$ cat config.mk
export PLATFORM = sky130hd
export DESIGN_NAME = ab_stim_tx
export DESIGN_NICKNAME = d
export VERILOG_FILES = /design/src/rtl/ab_tx_pkg.sv /design/src/rtl/ab_sym_fifo.sv /design/src/rtl/ab_stim_tx.sv
export SDC_FILE = /design/constraint.sdc
export NUM_CORES = 1
export LEC_CHECK = 0
export CAP_MARGIN = 20
export CORE_MARGIN = 4
export CORE_UTILIZATION = 47
export CTS_CLUSTER_SIZE = 28
export DETAILED_ROUTE_END_ITERATION = 12
export PLACE_DENSITY_LB_ADDON = 0.25
export SYNTH_ARGS = -nofsm -noshare
export SYNTH_HDL_FRONTEND = slang
export SYNTH_SLANG_ARGS = --single-unit
$ cat constraint.sdc
create_clock -name clk -period 3.06 [get_ports clk]
set_input_delay 0.765 -clock clk [delete_from_list [all_inputs] [get_ports clk]]
set_output_delay 0.765 -clock clk [all_outputs]
set_load 0.02 [all_outputs]
$ cat src/rtl/ab_tx_pkg.sv
// Shared types and constants for the a/b stimulus transmitter.
package ab_tx_pkg;

  typedef enum logic [1:0] {StIdle, StSend, StDrain, StDone} ab_tx_state_t;

  typedef struct packed {
    logic a;
    logic b;
  } ab_sym_t;

  localparam logic [7:0] HIT_MAX = 8'd255;

endpackage

$ cat src/rtl/ab_sym_fifo.sv
// Small symbol FIFO; pointers carry one extra wrap bit to tell full from empty.
module ab_sym_fifo
  import ab_tx_pkg::*;
#(
  parameter int unsigned DEPTH = 4
) (
  input  logic    clk,
  input  logic    rst_n,
  input  logic    push_i,
  input  ab_sym_t din_i,
  input  logic    pop_i,
  input  logic    flush_i,
  output logic    full_o,
  output logic    empty_o,
  output logic    last_o,
  output ab_sym_t head_o
);

  localparam int unsigned AW = (DEPTH > 1) ? $clog2(DEPTH) : 1;

  logic [AW:0] wr_q, wr_d, rd_q, rd_d;
  ab_sym_t     mem_q [DEPTH];
  logic        push_ok, pop_ok;

  assign full_o  = (wr_q[AW] != rd_q[AW]) && (wr_q[AW-1:0] == rd_q[AW-1:0]);
  assign empty_o = (wr_q == rd_q);
  assign last_o  = ((wr_q - rd_q) == (AW+1)'(1));
  assign head_o  = mem_q[rd_q[AW-1:0]];

  // Fullness is judged before any pop in the same cycle.
  assign push_ok = push_i & ~full_o & ~flush_i;
  assign pop_ok  = pop_i & ~empty_o;

  always_comb begin
    wr_d = wr_q;
    rd_d = rd_q;
    if (flush_i) begin
      wr_d = '0;
      rd_d = '0;
    end else begin
      if (push_ok) wr_d = wr_q + 1'b1;
      if (pop_ok)  rd_d = rd_q + 1'b1;
    end
  end

  always_ff @(posedge clk or negedge rst_n) begin
    if (!rst_n) begin
      wr_q <= '0;
      rd_q <= '0;
    end else begin
      wr_q <= wr_d;
      rd_q <= rd_d;
    end
  end

  always_ff @(posedge clk) begin
    if (push_ok) mem_q[wr_q[AW-1:0]] <= din_i;
  end

endmodule

$ cat src/rtl/ab_stim_tx.sv
// Streams buffered a/b symbols to a sequence recognizer and counts its y detections.
module ab_stim_tx
  import ab_tx_pkg::*;
#(
  parameter int unsigned DEPTH   = 4,
  parameter int unsigned TIMEOUT = 8,
  parameter int unsigned DRAIN   = 2
) (
  input  logic       clk,
  input  logic       rst_n,
  input  logic       wr_en,
  input  logic       wr_a,
  input  logic       wr_b,
  output logic       full,
  input  logic       go,
  output logic       a,
  output logic       b,
  output logic       sym_valid,
  input  logic       sym_ready,
  input  logic       y,
  output logic       busy,
  output logic       done,
  output logic [7:0] hit_cnt,
  output logic       err_timeout
);

  localparam int unsigned DrainW = $clog2(DRAIN + 1);

  ab_tx_state_t      state_q, state_d;
  logic [7:0]        stall_q, stall_d;
  logic [DrainW-1:0] drain_q, drain_d;
  logic [7:0]        hit_q, hit_d;
  logic              err_q, err_d;

  logic    fifo_pop, fifo_flush, fifo_full, fifo_empty, fifo_last, push_ok;
  ab_sym_t fifo_head, fifo_din;

  assign fifo_din = '{a: wr_a, b: wr_b};
  assign push_ok  = wr_en & ~fifo_full;

  ab_sym_fifo #(
    .DEPTH(DEPTH)
  ) u_fifo (
    .clk    (clk),
    .rst_n  (rst_n),
    .push_i (wr_en),
    .din_i  (fifo_din),
    .pop_i  (fifo_pop),
    .flush_i(fifo_flush),
    .full_o (fifo_full),
    .empty_o(fifo_empty),
    .last_o (fifo_last),
    .head_o (fifo_head)
  );

  always_comb begin
    state_d    = state_q;
    stall_d    = stall_q;
    drain_d    = drain_q;
    hit_d      = hit_q;
    err_d      = err_q;
    fifo_pop   = 1'b0;
    fifo_flush = 1'b0;

    if ((state_q == StSend || state_q == StDrain) && y && (hit_q != HIT_MAX)) begin
      hit_d = hit_q + 8'd1;
    end

    unique case (state_q)
      StIdle: begin
        if (go && !fifo_empty) begin
          state_d = StSend;
          hit_d   = '0;
          err_d   = 1'b0;
          stall_d = '0;
        end
      end
      StSend: begin
        if (sym_ready) begin
          fifo_pop = 1'b1;
          stall_d  = '0;
          // A push landing with the final pop keeps the run going.
          if (fifo_last && !push_ok) begin
            state_d = StDrain;
            drain_d = '0;
          end
        end else if (stall_q == 8'(TIMEOUT - 1)) begin
          err_d      = 1'b1;
          fifo_flush = 1'b1;
          stall_d    = '0;
          state_d    = StDone;
        end else begin
          stall_d = stall_q + 8'd1;
        end
      end
      StDrain: begin
        if (drain_q == DrainW'(DRAIN - 1)) state_d = StDone;
        else drain_d = drain_q + 1'b1;
      end
      StDone:  state_d = StIdle;
      default: state_d = StIdle;
    endcase
  end

  always_ff @(posedge clk or negedge rst_n) begin
    if (!rst_n) begin
      state_q <= StIdle;
      stall_q <= '0;
      drain_q <= '0;
      hit_q   <= '0;
      err_q   <= 1'b0;
    end else begin
      state_q <= state_d;
      stall_q <= stall_d;
      drain_q <= drain_d;
      hit_q   <= hit_d;
      err_q   <= err_d;
    end
  end

  assign sym_valid   = (state_q == StSend);
  assign a           = sym_valid & fifo_head.a;
  assign b           = sym_valid & fifo_head.b;
  assign full        = fifo_full;
  assign busy        = (state_q != StIdle);
  assign done        = (state_q == StDone);
  assign hit_cnt     = hit_q;
  assign err_timeout = err_q;

endmodule

---- Word level (Yosys, flattened, before mapping) ----
Memories as Yosys holds them, arrays and structs flattened.
Index checks and enable logic that the tools add are counted.
operators by class
  reduce and logical (&&, ||, !) cells .... 18
  $lt $le $gt $ge ......................... 0
  multipliers ............................. 0
  multiplexer cells ....................... 32
  div/mod/pow operators ................... 0
  add/subtract/negate cells ............... 6
  bitwise gates (word level) .............. 8
  shifts and indexed selects .............. 0
  equal/unequal tests ..................... 19
operator list
  kind                                                                     count
  8-bit two-way mux                                                        6
  8-bit by 1-bit adder with 8-bit output, second input constant            2
  2-bit two-way mux                                                        8
  8-bit one-hot mux with 2 select lines                                    1
  3-bit two-way mux                                                        4
  4-bit AND reduction                                                      3
  1-bit two-way mux                                                        10
  2-bit nonzero test                                                       5
  8-bit by 3-bit == test with 1-bit output, second input constant          1
  2-bit by 1-bit inequality test with 1-bit output, second input constant  4
  8-bit inequality test, second input constant                             1
  2-bit one-hot mux with 4 select lines                                    1
  3-bit by 1-bit adder with 3-bit output, second input constant            2
  2-bit inequality test, second input constant                             3
  1-bit bitwise AND                                                        5
  1-bit logical AND                                                        5
  2-bit by 1-bit == test with 1-bit output, second input constant          2
  2-bit == test, second input constant                                     2
  2-bit one-hot mux with 2 select lines                                    1
  3-bit by 1-bit == test with 1-bit output, second input constant          1
  3-bit == test                                                            1
  3-bit by 1-bit inequality test with 1-bit output, second input constant  1
  3-bit by 2-bit inequality test with 1-bit output, second input constant  1
  1-bit inverter                                                           3
  other kinds (9)                                                          10
word-level totals
  latch bits .............................. 0
  ROM bits ................................ 0
  memory bits (writable) .................. 8
  word-level logic and storage cells ...... 91
  memories ................................ 1
  register bits after elaboration ......... 27
  input port bits ......................... 8
memories
  memory        words  bits a word  read ports  clocked after Yosys merged registers in  write ports  line               text
  u_fifo.mem_q  4      2            1           0                                        1            ab_sym_fifo.sv:22  ab_sym_t mem_q [DEPTH];

---- Logic depth before layout (Yosys ltp) ----
  depth in word-level cells ............... 9
  gate-level depth with buffers ........... 7
  mapped depth without buffers ............ 7

---- Modules after synthesis ----
From an unflattened synthesis, not the netlist that was laid out.
unflattened totals
  cells, all modules ...................... 213
  area total of the unflattened synthesis .. 2159.6 µm²
modules (own cells, without submodules)
  module       area each (µm²)  sequential area each (µm²)  cells each  instances
  ab_stim_tx   1303.8           525.5                       140         1
  ab_sym_fifo  855.8            390.4                       73          1

---- Worst setup path after synthesis ----
No wires, ideal clock.
  kind .................................... register -> register
  start ................................... reg u_fifo.rd_q[0]
  end ..................................... reg state_q[1]
  path buffers ............................ 0
  required time ........................... 2932 ps
  setup slack ............................. 905 ps
  data arrival time ....................... 2028 ps
  clock period less this slack ............ 2155 ps
  stages on the path, launching flop included .. 7
  cell sequence ........................... dfrtp_1 -> ha_1 -> fa_1 -> xnor3_1 -> nand3_1 -> a2111oi_4 -> mux2_1
on the way
  cells in the longest elaborated chain, start to end .. 8
  elaborated cells on any way between the ends .. 14
  classes of those cells .................. add/sub (1); eq/ne (5); bitwise (2); reduce/logical (6)
RTL lines
  item                                                                      line               text
  start: declaration                                                        ab_sym_fifo.sv:21  logic [AW:0] wr_q, wr_d, rd_q, rd_d;
  start signal: assignment                                                  ab_sym_fifo.sv:52  rd_q <= rd_d;
  parallel branches: the longest is 7 deep, another holds 3-bit subtractor  -
  4-bit AND reduction (no line) *                                           -
  end signal: assignment                                                    ab_stim_tx.sv:107  state_q <= StIdle;
  end signal: assignment                                                    ab_stim_tx.sv:113  state_q <= state_d;
  end: declaration                                                          ab_stim_tx.sv:29   ab_tx_state_t state_q, state_d;
Every way passes the cells marked *.
A chain may end at the register's enable or synchronous reset.

---- Worst setup path in the final report ----
  start ................................... reg u_fifo.rd_q[1]
  end ..................................... out full
on the way
  cells in the longest elaborated chain, start to end .. 2
RTL lines
  item               line               text
  2-bit == test      ab_sym_fifo.sv:25  assign full_o = (wr_q[AW] != rd_q[AW]) && (wr_q[AW-1:0] == rd_q[AW-1:0]);
  1-bit logical AND  ab_sym_fifo.sv:25
  end: declaration   ab_stim_tx.sv:14   output logic full,
No other way between the ends.

==> results.cfg <==
[global_routing]
grt_max_degree = 28
overflow = 0
first_global_vias = 1537
grt_usage_pct = 16.88
antenna_found_initial = 0
grt_pass1_wl_mm = 7.017

[pwr]
p_seq_share_pct = 32.9
powerDensity_mw_per_mm2 = 938.0
p_leak_nw = 1.039
ir_worst_vdd_mv = 0.4800
intPower_mw = 1.367
pwr-share-clk_pct = 17.5
combPwrFrac_pct = 49.6
switching_share_pct = 40.33
p_sw_mw = 0.9238

[layout]
fin_util_pct = 59.35
diodes = 0
nFillCells = 364
nets = 245
drive_gt1_share_pct = 6.757
syn_to_final_growth_pct = 18.59

[timing]
rsz0062_at_grt = false
fin_worst_skew_ps = 6.482
hold_violations = 0
final_max_slew_viol_count = 0
setup_violations = 0
period_minus_slack_ps = 2779
fin_setup_tns_ps = 0
max_freq_ghz = 0.3598
holdWs_ps = 499.4
timing_worst_slew_pin_value_ps = 928.1
maxSlewHeadroom_pct = 38.13
period_share_pct = 90.82

[logic_synthesis]
synth_top_area_share_pct = 32.81
yosysMostFrequentCell = dfrtp_1
avgSynthCellArea_sq_um = 10.62
synth_area_leaders = dfrtp_1, edfxtp_1, ha_1
synthFlopType = dfrtp_1
synthCells = 194
synth-seq-cells = 35
synth_commonest_cells = dfrtp_1, nor2_1, ha_1
yosysTopAreaCell = dfrtp_1
synth_edf_count = 8
synth_area_sq_mm = 0.002059
synthesis.nets = 218
synth-seq-area-share_pct = 44.47
async_flop_share_pct = 77.14
synthDistinctLibCells = 42
synth_warnings = 0

[worst_setup_path]
critical_path.max_stage_delay_ps = 600
path_cells = inv_1 > ha_1 > nand2_1 > nor2_1 > clkdlybuf4s50_1
setup.worst_path.class = reg -> out
worstSetupStartpointType = register
critPathCaptureType = output pin
cp.required_ps = 2290
path_max_fanout = 6
crit_slowest_cell = clkdlybuf4s50_1
cp.arrival_ps = 2010

[floorplan]
start_util_pct = 50.05
design.die.area_sq_mm = 0.005505
fp-row-count = 23
die_h_microns = 74.20
fp.dieW_microns = 74.20
pin_count = 23
coreArea_sq_mm = 0.004115

[clock_tree]
cts_tree = built
clock_sinks = 35
post_cts_buffers = 0
cts-resized-gates = 0
clk_latency_ps = 290
ctsHoldBuffers = 0
cts_buffers = 5
cts.clk_slew.worst_paths_ps = 60
cts_buffer_depth = 2
htreeDepth = 2
clk_root_buffer_cell = clkbuf_8

[routing]
firstDrtPassIters = 4
drt-total-wl_mm = 3.947
vias = 1472
drc = 0
drtIter0Drc = 50
wl_per_cell_microns = 14.51
ant_nets = 0
via_per_inst = 5.412

[place]
post-dp-hpwl_mm = 2.998
place_congestion = 0.8084
port-buffer-count = 22

[worst_hold_path]
min_path_type = reg -> reg

[flow_run]
maxCapViolCount = 0

[status]
status = finished clean
==> path summary, 6_finish.rpt <==
check	from	to	slack (ps)	depth (start not counted)
max	u_fifo.rd_q[1]	full	280	5
min	err_timeout	err_timeout	500	1
max reg2reg	u_fifo.rd_q[0]	state_q[1]	760	6
min reg2reg	err_timeout	err_timeout	500	1
max in group asynchronous	rst_n	stall_q[5]	1950	2
min in group asynchronous	rst_n	hit_cnt[7]	840	2
==> critical path: cells and delay by family (launching register included) <==
family | cells | cell delay, ps
flops | 1 | 500
simple gates | 2 | 230
buf+inv | 2 | 680
fa+ha+maj | 1 | 320
==> per-stage QoR <==
step,total power [mW],setup slack [ps],cells,area (sq um)
5_1_grt,2.497,139.6,272,2442
4_1_cts,2.317,261.0,272,2442
3_5_place_dp,1.903,576.1,264,2335
6_report,2.291,280.8,272,2442
2_1_floorplan,1.569,904.7,194,2059
3_3_place_gp,1.878,597.1,264,2335
==> registers in the layout, summed over array words and instances, names as in the netlist <==
| signal | flops |
|---|---|
| err_timeout | 1 |
| u_fifo.rd_q | 3 |
| stall_q | 8 |
| hit_cnt | 8 |
| u_fifo.mem_q | 8 |
| drain_q | 2 |
| u_fifo.wr_q | 3 |
| state_q | 2 |
==> placed cells by master (no fill, tap or decap), types with 2 or more instances in the layout <==
| cell type | instances |
|---|---|
| a21oi_1 | 7 |
| and2_1 | 9 |
| and3_1 | 4 |
| and4_1 | 2 |
| buf_4 | 2 |
| clkbuf_8 | 5 |
| clkdlybuf4s50_1 | 22 |
| dfrtp_1 | 27 |
| edfxtp_1 | 8 |
| ha_1 | 15 |
| inv_1 | 12 |
| mux2i_1 | 5 |
| mux4_2 | 2 |
| nand2_1 | 8 |
| nand2b_1 | 5 |
| nand3_1 | 11 |
| nand4_1 | 4 |
| nor2_1 | 19 |
| nor2b_1 | 3 |
| nor3_1 | 2 |
| o211ai_1 | 5 |
| o21ai_0 | 10 |
| o22ai_1 | 4 |
| xnor2_1 | 3 |
| xor2_1 | 7 |
==> kinds of logic (layout without fill, tap and decap cells) <==
kind of cell | Yosys count | after routing | synth area share, %
compound gates | 36 | 36 | 12.82
simple gates | 72 | 72 | 18.83
mux | 8 | 8 | 5.164
buf+inv | 16 | 44 | 3.280
xor+xnor | 11 | 11 | 5.347
fa+ha+maj | 16 | 16 | 10.09
flops | 35 | 35 | 44.47
==> power by group through the flow <==
stage / clock network, mW / registers, mW / logic [mW]
after global routing: 0.433 / 0.775 / 1.29
final: 0.400 / 0.754 / 1.14
after floorplan: 0 / 0.745 / 0.824
after CTS: 0.412 / 0.755 / 1.15
after global placement: 0 / 0.756 / 1.12
after detailed placement: 0 / 0.761 / 1.14
==> routing by layer <==
metal | wire length (microns) | global-route usage, %
met5 | 0 | 0
met4 | 77 | 7.042
met3 | 142 | 4.730
met2 | 1912 | 28.74
met1 | 1815 | 20.03
==> layout make-up <==
cell class	instances	area (sq um)	share of cell area, %
multi-input combinational	143	1076	44.06
tap	50	62.56	2.561
inverter	12	45.04	1.844
timing repair buffer	24	235.2	9.631
sequential	35	915.9	37.50
clock buffer	5	68.82	2.818
clock inverter	3	38.79	1.588
Power figures use the tool's default switching activity.
